[config.mk]
export PLATFORM = sky130hd
export DESIGN_NAME = login_sequencer
export DESIGN_NICKNAME = d
export VERILOG_FILES = /design/src/rtl/login_sequencer.sv
export SDC_FILE = /design/constraint.sdc
export NUM_CORES = 1
export LEC_CHECK = 0
export ABC_AREA = 1
export CAP_MARGIN = 15
export CORE_MARGIN = 3
export CORE_UTILIZATION = 45
export CTS_BUF_LIST = sky130_fd_sc_hd__clkbuf_2
export DETAILED_ROUTE_END_ITERATION = 10
export HOLD_SLACK_MARGIN = 0.15
export PLACE_DENSITY = 0.74
export SYNTH_ARGS = -nofsm -noshare
export SYNTH_HDL_FRONTEND = slang
export SYNTH_SLANG_ARGS = --single-unit
export TNS_END_PERCENT = 5
[constraint.sdc]
create_clock -name Clk -period 2.8 [get_ports Clk]
set_clock_uncertainty 0.1 [all_clocks]
set_input_delay 0.84 -clock Clk [delete_from_list [all_inputs] [get_ports Clk]]
set_output_delay 0.84 -clock Clk [all_outputs]
set_load 0.01 [all_outputs]
[src/rtl/login_sequencer.sv]
// Login controller: 4-digit ID capture and lookup, password-check sequencing,
// session tracking, failure counting. Define LOGIN_LOCKOUT_EN to build the lockout state.
`timescale 1ns/1ps
module login_sequencer #(
  parameter int CHECK_TIMEOUT = 64,
  parameter int MAX_FAILS     = 3,
  parameter int LOCK_CYCLES   = 1000
) (
  input  logic       Clk,
  input  logic       Reset,
  input  logic       EnterDigit,
  input  logic [3:0] InputSwitches,
  input  logic       Authenticated,
  input  logic       LogOutPulse,
  output logic       BeginCheck,
  output logic [4:0] InternalID,
  output logic       LoggedIn,
  output logic       LockedOut,
  output logic       BadID,
  output logic [2:0] FailCount
);

  localparam int         TW    = (CHECK_TIMEOUT > 1) ? $clog2(CHECK_TIMEOUT) : 1;
  localparam logic [4:0] NO_ID = 5'h1F;

  typedef enum logic [2:0] {
    S_ID_ENTRY,
    S_ID_LOOKUP,
    S_START_CHECK,
    S_PSWD_ENTRY,
    S_WAIT_RESULT,
    S_FAIL,
    S_SESSION
`ifdef LOGIN_LOCKOUT_EN
    , S_LOCKOUT
`endif
  } state_t;

  state_t          r_state;
  state_t          w_next;
  logic [15:0]     r_id;
  logic [1:0]      r_id_cnt;
  logic [2:0]      r_pw_cnt;
  logic [TW-1:0]   r_timer;
  logic [4:0]      r_internal_id;
  logic            r_bad_id;
  logic [2:0]      r_fail_cnt;

  logic            w_hit;
  logic [4:0]      w_map_id;
  logic [2:0]      w_fail_inc;
  logic            w_timeout;

  always_comb begin
    w_hit    = 1'b1;
    w_map_id = NO_ID;
    case (r_id)
      16'h8522: w_map_id = 5'd0;
      16'h4700: w_map_id = 5'd1;
      16'h5928: w_map_id = 5'd2;
      16'h2071: w_map_id = 5'd3;
      16'hFFFF: w_map_id = 5'd4;
      default:  w_hit    = 1'b0;
    endcase
  end

  assign w_fail_inc = (r_fail_cnt == 3'd7) ? 3'd7 : r_fail_cnt + 3'd1;
  assign w_timeout  = (r_timer == TW'(CHECK_TIMEOUT - 1));

`ifdef LOGIN_LOCKOUT_EN
  localparam int LW = (LOCK_CYCLES > 1) ? $clog2(LOCK_CYCLES) : 1;
  logic [LW-1:0] r_lock_cnt;
  logic          w_lock_trip;
  logic          w_lock_done;

  assign w_lock_trip = (w_fail_inc == 3'(MAX_FAILS));
  assign w_lock_done = (r_lock_cnt == LW'(LOCK_CYCLES - 1));

  always_ff @(posedge Clk or negedge Reset) begin
    if (!Reset) begin
      r_lock_cnt <= '0;
    end else if (r_state == S_LOCKOUT) begin
      r_lock_cnt <= w_lock_done ? '0 : r_lock_cnt + LW'(1);
    end
  end

  assign LockedOut = (r_state == S_LOCKOUT);
`else
  logic w_unused_cfg;
  assign w_unused_cfg = (MAX_FAILS == LOCK_CYCLES);
  assign LockedOut    = 1'b0;
`endif

  always_ff @(posedge Clk or negedge Reset) begin
    if (!Reset) r_state <= S_ID_ENTRY;
    else        r_state <= w_next;
  end

  always_comb begin
    w_next = r_state;
    case (r_state)
      S_ID_ENTRY:    if (EnterDigit && r_id_cnt == 2'd3) w_next = S_ID_LOOKUP;
      S_ID_LOOKUP:   w_next = w_hit ? S_START_CHECK : S_FAIL;
      S_START_CHECK: w_next = S_PSWD_ENTRY;
      S_PSWD_ENTRY:  if (EnterDigit && r_pw_cnt == 3'd5) w_next = S_WAIT_RESULT;
      S_WAIT_RESULT: begin
        // Authenticated wins over a timeout landing in the same cycle
        if (Authenticated)  w_next = S_SESSION;
        else if (w_timeout) w_next = S_FAIL;
      end
      S_FAIL: begin
        w_next = S_ID_ENTRY;
`ifdef LOGIN_LOCKOUT_EN
        if (w_lock_trip) w_next = S_LOCKOUT;
`endif
      end
      S_SESSION:     if (LogOutPulse || !Authenticated) w_next = S_ID_ENTRY;
`ifdef LOGIN_LOCKOUT_EN
      S_LOCKOUT:     if (w_lock_done) w_next = S_ID_ENTRY;
`endif
      default:       w_next = S_ID_ENTRY;
    endcase
  end

  always_ff @(posedge Clk or negedge Reset) begin
    if (!Reset) begin
      r_id          <= '0;
      r_id_cnt      <= '0;
      r_pw_cnt      <= '0;
      r_timer       <= '0;
      r_internal_id <= NO_ID;
      r_bad_id      <= 1'b0;
      r_fail_cnt    <= '0;
    end else begin
      r_bad_id <= (r_state == S_ID_LOOKUP) && !w_hit;
      case (r_state)
        S_ID_ENTRY: begin
          if (EnterDigit) begin
            r_id     <= {r_id[11:0], InputSwitches};
            r_id_cnt <= r_id_cnt + 2'd1;
          end
        end
        S_ID_LOOKUP: r_internal_id <= w_map_id;
        S_PSWD_ENTRY: begin
          if (EnterDigit) begin
            if (r_pw_cnt == 3'd5) begin
              r_pw_cnt <= '0;
              r_timer  <= '0;
            end else begin
              r_pw_cnt <= r_pw_cnt + 3'd1;
            end
          end
        end
        S_WAIT_RESULT: begin
          if (Authenticated)   r_fail_cnt <= '0;
          else if (!w_timeout) r_timer    <= r_timer + TW'(1);
        end
        S_FAIL: begin
          r_fail_cnt    <= w_fail_inc;
          r_internal_id <= NO_ID;
          r_id_cnt      <= '0;
          r_pw_cnt      <= '0;
        end
        S_SESSION: if (LogOutPulse || !Authenticated) r_internal_id <= NO_ID;
`ifdef LOGIN_LOCKOUT_EN
        S_LOCKOUT: if (w_lock_done) r_fail_cnt <= '0;
`endif
        default: ;
      endcase
    end
  end

  assign BeginCheck = (r_state == S_START_CHECK);
  assign LoggedIn   = (r_state == S_SESSION);
  assign InternalID = r_internal_id;
  assign BadID      = r_bad_id;
  assign FailCount  = r_fail_cnt;

endmodule

Word-level counts from Yosys, hierarchy flattened

Index checks and enable logic that the tools add are counted.

RAM bits: 0
Output and inout bits: 12
Memories kept: 0
Latch bits: 0
Flip-flop bits (word level): 39
Word-level logic and storage cells: 81
ROM bits: 0

Divide/modulo/power cells: 0
$add $sub $neg: 4
$mul: 0
Reduce and logical (&&, ||, !) cells: 20
Order comparisons: 0
Mux-type cells: 24
Shift-type cells: 0
Bitwise logic cells: 0
Equal/unequal tests: 25

Operators by type and width:

| operator               | number |
|---|---|
| $eq A16 B15 Y1 const B | 2 |
| $eq A16 B16 Y1 const B | 2 |
| $mux W3                | 10 |
| $pmux W5 S5            | 1 |
| $mux W6                | 4 |
| $pmux W3 S6            | 1 |
| $eq A16 B14 Y1 const B | 1 |
| $ne A2 B2 Y1 const B   | 8 |
| $eq A3 B3 Y1 const B   | 5 |
| $pmux W5 S3            | 1 |
| $pmux W3 S2            | 2 |
| $pmux W6 S2            | 1 |
| $reduce_and A2 Y1      | 5 |
| $reduce_bool A2 Y1     | 4 |
| $add A3 B1 Y3 const B  | 2 |
| $add A6 B1 Y6 const B  | 1 |
| $eq A3 B2 Y1 const B   | 2 |
| $eq A6 B6 Y1 const B   | 1 |
| $mux W5                | 1 |
| $reduce_and A5 Y1      | 1 |
| $reduce_or A5 Y1       | 1 |
| $pmux W2 S2            | 1 |
| $reduce_and A4 Y1      | 1 |
| $eq A3 B1 Y1 const B   | 1 |
| 11 further kinds       | 14 |

Logic depth before layout (Yosys ltp)

Word-level depth: 5
Mapped depth: 11
Gate-level depth less buffers: 11

Worst setup path after synthesis

OpenSTA, ideal clock, no wires.

Path kind: register to output
Start point: register r_state[0]
End point: output BeginCheck
Stages on the path, launching flop included: 4
Buffers on the path: 0
Data arrival time: 783 ps
Path slack: 1077 ps
Path through: dfrtp_1 > inv_1 > nand2_2 > nor2_1

Cells in the longest elaborated chain, start to end: 1

Ends and longest elaborated chain:

| element                | line | text |
|---|---|---|
| from (decl)            | 39   | `state_t r_state;` |
| from (signal assigned) | 96   | `else r_state <= w_next;` |
| $eq A3 B2 Y1           | 173  | `assign BeginCheck = (r_state == S_START_CHECK);` |
| to (decl)              | 15   | `output logic BeginCheck,` |

Every way passes these cells.

Final worst setup path

Start point: register r_state[0]
End point: output LoggedIn

Cells in the longest elaborated chain, start to end: 1

Ends and longest elaborated chain:

| element      | line | text |
|---|---|---|
| $eq A3 B3 Y1 | 174  | `assign LoggedIn = (r_state == S_SESSION);` |
| to (decl)    | 17   | `output logic LoggedIn,` |

Every way passes these cells.

==> results.md <==
- Crit Path Class: register to output pin
- IO Pins: 21
- Die width: 73.7 µm
- Rows: 23
- Slew HR: 0.450
- Initial antenna violation count: 0
- Setup TNS Final: 0 ns
- DR vias/cell: 5.04
- Count of cell types in the netlist: 32
- Worst hold margin: 0.392 ns
- Drt wl/cell: 11.6 µm
- Crit path DAT: ~1.8 ns
- Syn nets: 288
- Final hold violations: 0
- Placer Congestion: between 0.8 and 0.9
- Initial core utilization: 0.490
- Placement Cell Area: approximately 0.0023 mm²
- Largest family of logic cells by synthesized area: simple AND/OR/NAND/NOR gates
- Max-Cap Viols: 0
- Clock Tree Root: clkbuf_2
- CP max-delay cell: clkdlybuf4s50_1
- Die Y: between 70 and 80 µm
- Internal power: 1.18 mW
- Critical path, cell by cell: inv_1, nand2_2, nor2_4, clkdlybuf4s50_1
- Top_reg_cell synth: dfrtp_1
- Async S/R FF share, synth: 1.00
- Final net count: 310
- Post-route cell area: 0.00234 mm²
- # diodes: 0
- Max incr delay on CP: between 0.5 and 0.6 ns
- FF-to-FF path depth: 9
- DP HPWL: 2940 µm
- Clock Power Share: 0.119
- Adder-Cell Fraction of Synth Area: 0.0182
- Clock Sinks: 38
- Buf/Inv on CP: 2
- Fmax: 369 MHz
- Synth Instances: 276
- Pin count of the biggest net entering global routing: 39
- CTS HTree Levels: 2
- FF-to-FF Start: r_timer[0]
- Post-synth top cells: nand2_1 (71), nor2_1 (49), inv_1 (39), dfrtp_1 (34), o21ai_0 (17)
- Required time of the critical path: approximately 1.9 ns
- Post-synthesis average cell area: 7.47 µm²
- Count leader, synth: nand2_1
- Number of flops mapped to enable cells by yosys: 0
- Pleak: ~1.2 nW
- Sw frac: 0.446
- Synth Warn #: 0
- Drt pass-1 iters: 4
- CTS tree: built
- Pwr per Cell Area: 910 mW/mm²
- Clock Tree Buf Depth: 2
- Final worst path period need: 2.71 ns
- Number of global-route vias before repair: 1,592
- Combinational share of power: 0.406
- Hold Path Class: primary input to async pin
- Sequential power share: 0.475
- GRT Util Overall: 0.167
- Status: completed
- Total wire length: 4040 µm
- CTS Buf Count: 5
- Worst-skew pair later-pin latency: 0.41 ns
- First-pass GRT wire length: between 6000 and 7000 µm
- Peak VDD IR: 0.465 mV
- Share of Yosys cell area claimed by the top area cell type: 0.413
- Cell area after synthesis: 0.00206 mm²
- Initial DRC count: 77
- Slew at the pin with the worst max-slew slack: 0.826 ns
- Synth area leaders: dfrtp_1 (41%), nand2_1 (13%), nor2_1 (8.9%)
- Number of synthesized register bits: 38
- Critical path capture point type: output pin
- R2R Setup Slk: 1.07 ns
- Startpoint types: register
- Mux share of post-synthesis cell area: 0.00546
- FF-to-FF End: r_state[2]
- Post-route ant nets: 0
- Final setup viols: 0
- CP Max Fanout: 4
- Via count: 1,758
- DRC Markers: 0
- Core ar.: 0.00420 mm²
- PortBufs: 19
- Post-synth top area cell: dfrtp_1
- Synth Area in Simple Gates: 0.294
- Die footprint: 0.00543 mm²
- Grt ovf: 0
- NetSw: 0.948 mW
- Synth Area in Compound Gates: 0.111
- Fraction of layout cells with a size suffix above 1: 0.104
- Sequential area share after synthesis: 0.464
- Area delta synth->final: 13.4%
- XOR/XNOR share of the synthesized area: 0.0170
- Clock transition at path regs: about 0.2 ns
- Tcrit/Tclk final: 0.969
- Hold buffers post-CTS: 0
- Worst path top cell family by delay: buffers and inverters
- Final Max Slew Viols: 0
through the flow:
stage | power (mW) | std cells | worst slack (ns) | utilization
3_3_place_gp | 1.83 | 340 | 0.513 | 0.543
2_1_floorplan | 1.61 | 276 | 1.08 | -
5_1_grt | 2.33 | 349 | -0.00564 | 0.556
4_1_cts | 2.12 | 348 | 0.0176 | 0.553
3_5_place_dp | 1.87 | 340 | 0.522 | 0.543
6_report | 2.13 | 349 | 0.0868 | 0.556
cell usage in the layout, fill, tap and decap left out, types with 3 or more instances in the layout:
cell             instances
dfstp_2                  4
clkbuf_2                 5
nor3_1                   3
clkdlybuf4s50_1         18
nand2_1                 71
nor2_1                  48
xor2_1                   4
inv_1                   39
dfrtp_1                 32
nor2_2                   3
nand2_2                  3
o21ai_0                 17
nand3_1                 10
ha_1                     3
a21oi_1                 10
cells by family after synthesis:
family,Yosys count
buffers and inverters,46
AO/OA/AOI/OAI,38
flip-flops,38
multiplexers,1
AND/OR/NAND/NOR,145
adder cells (fa/ha/maj),3
other,1
XOR/XNOR,4
power by group through the flow:
stage	registers (mW)	logic [mW]	clock network [mW]
after floorplan	0.962	0.648	0
after global placement	1.01	0.825	0
after detailed placement	1.02	0.853	0
after CTS	1.00	0.857	0.263
after global routing	1.05	1.01	0.279
final	1.01	0.864	0.253
what timing repair did:
action,4_1_cts,5_1_grt
buffers inserted,0,1
gates resized for setup,0,3
endpoints found under the setup margin,0,2
flip-flops by register name, indices dropped and copies added, names as in the netlist:
| signal | cells |
|---|---|
| FailCount | 3 |
| BadID | 1 |
| InternalID | 4 |
| r_timer | 6 |
| r_id_cnt | 2 |
| r_state | 3 |
| r_id | 16 |
| r_pw_cnt | 3 |
how the worst max path moves through the flow:
stage | from | endpoint | slack (ns) | cells after the start
detailed placement | r_state[0] | BeginCheck | 0.52 | 4
global placement | EnterDigit | r_state[2] | 0.51 | 7
global route | r_state[0] | LoggedIn | -0.006 | 4
floorplan | r_state[0] | BeginCheck | 1.08 | 3
finish | r_state[0] | LoggedIn | 0.09 | 4
CTS | r_state[0] | BeginCheck | 0.02 | 4
layer usage:
metal | vias to the layer above | global-route usage | wire length, µm
met2 | 52 | 0.250 | 1760
met5 | - | 0 | 0
met4 | 0 | 0.0845 | 81
li1 | 902 | - | -
met1 | 795 | 0.228 | 2010
met3 | 9 | 0.0369 | 195
layout make-up:
type	instances	area (µm²)
Sequential cell	38	958
Timing Repair Buffer	21	200
Multi-Input combinational cell	192	923
Inverter	40	150
Fill cell	410	1870
Tap cell	50	62.6
Clock buffer	5	25.0
Clock inverter	3	16.3
(Power assumes the default switching activity.)
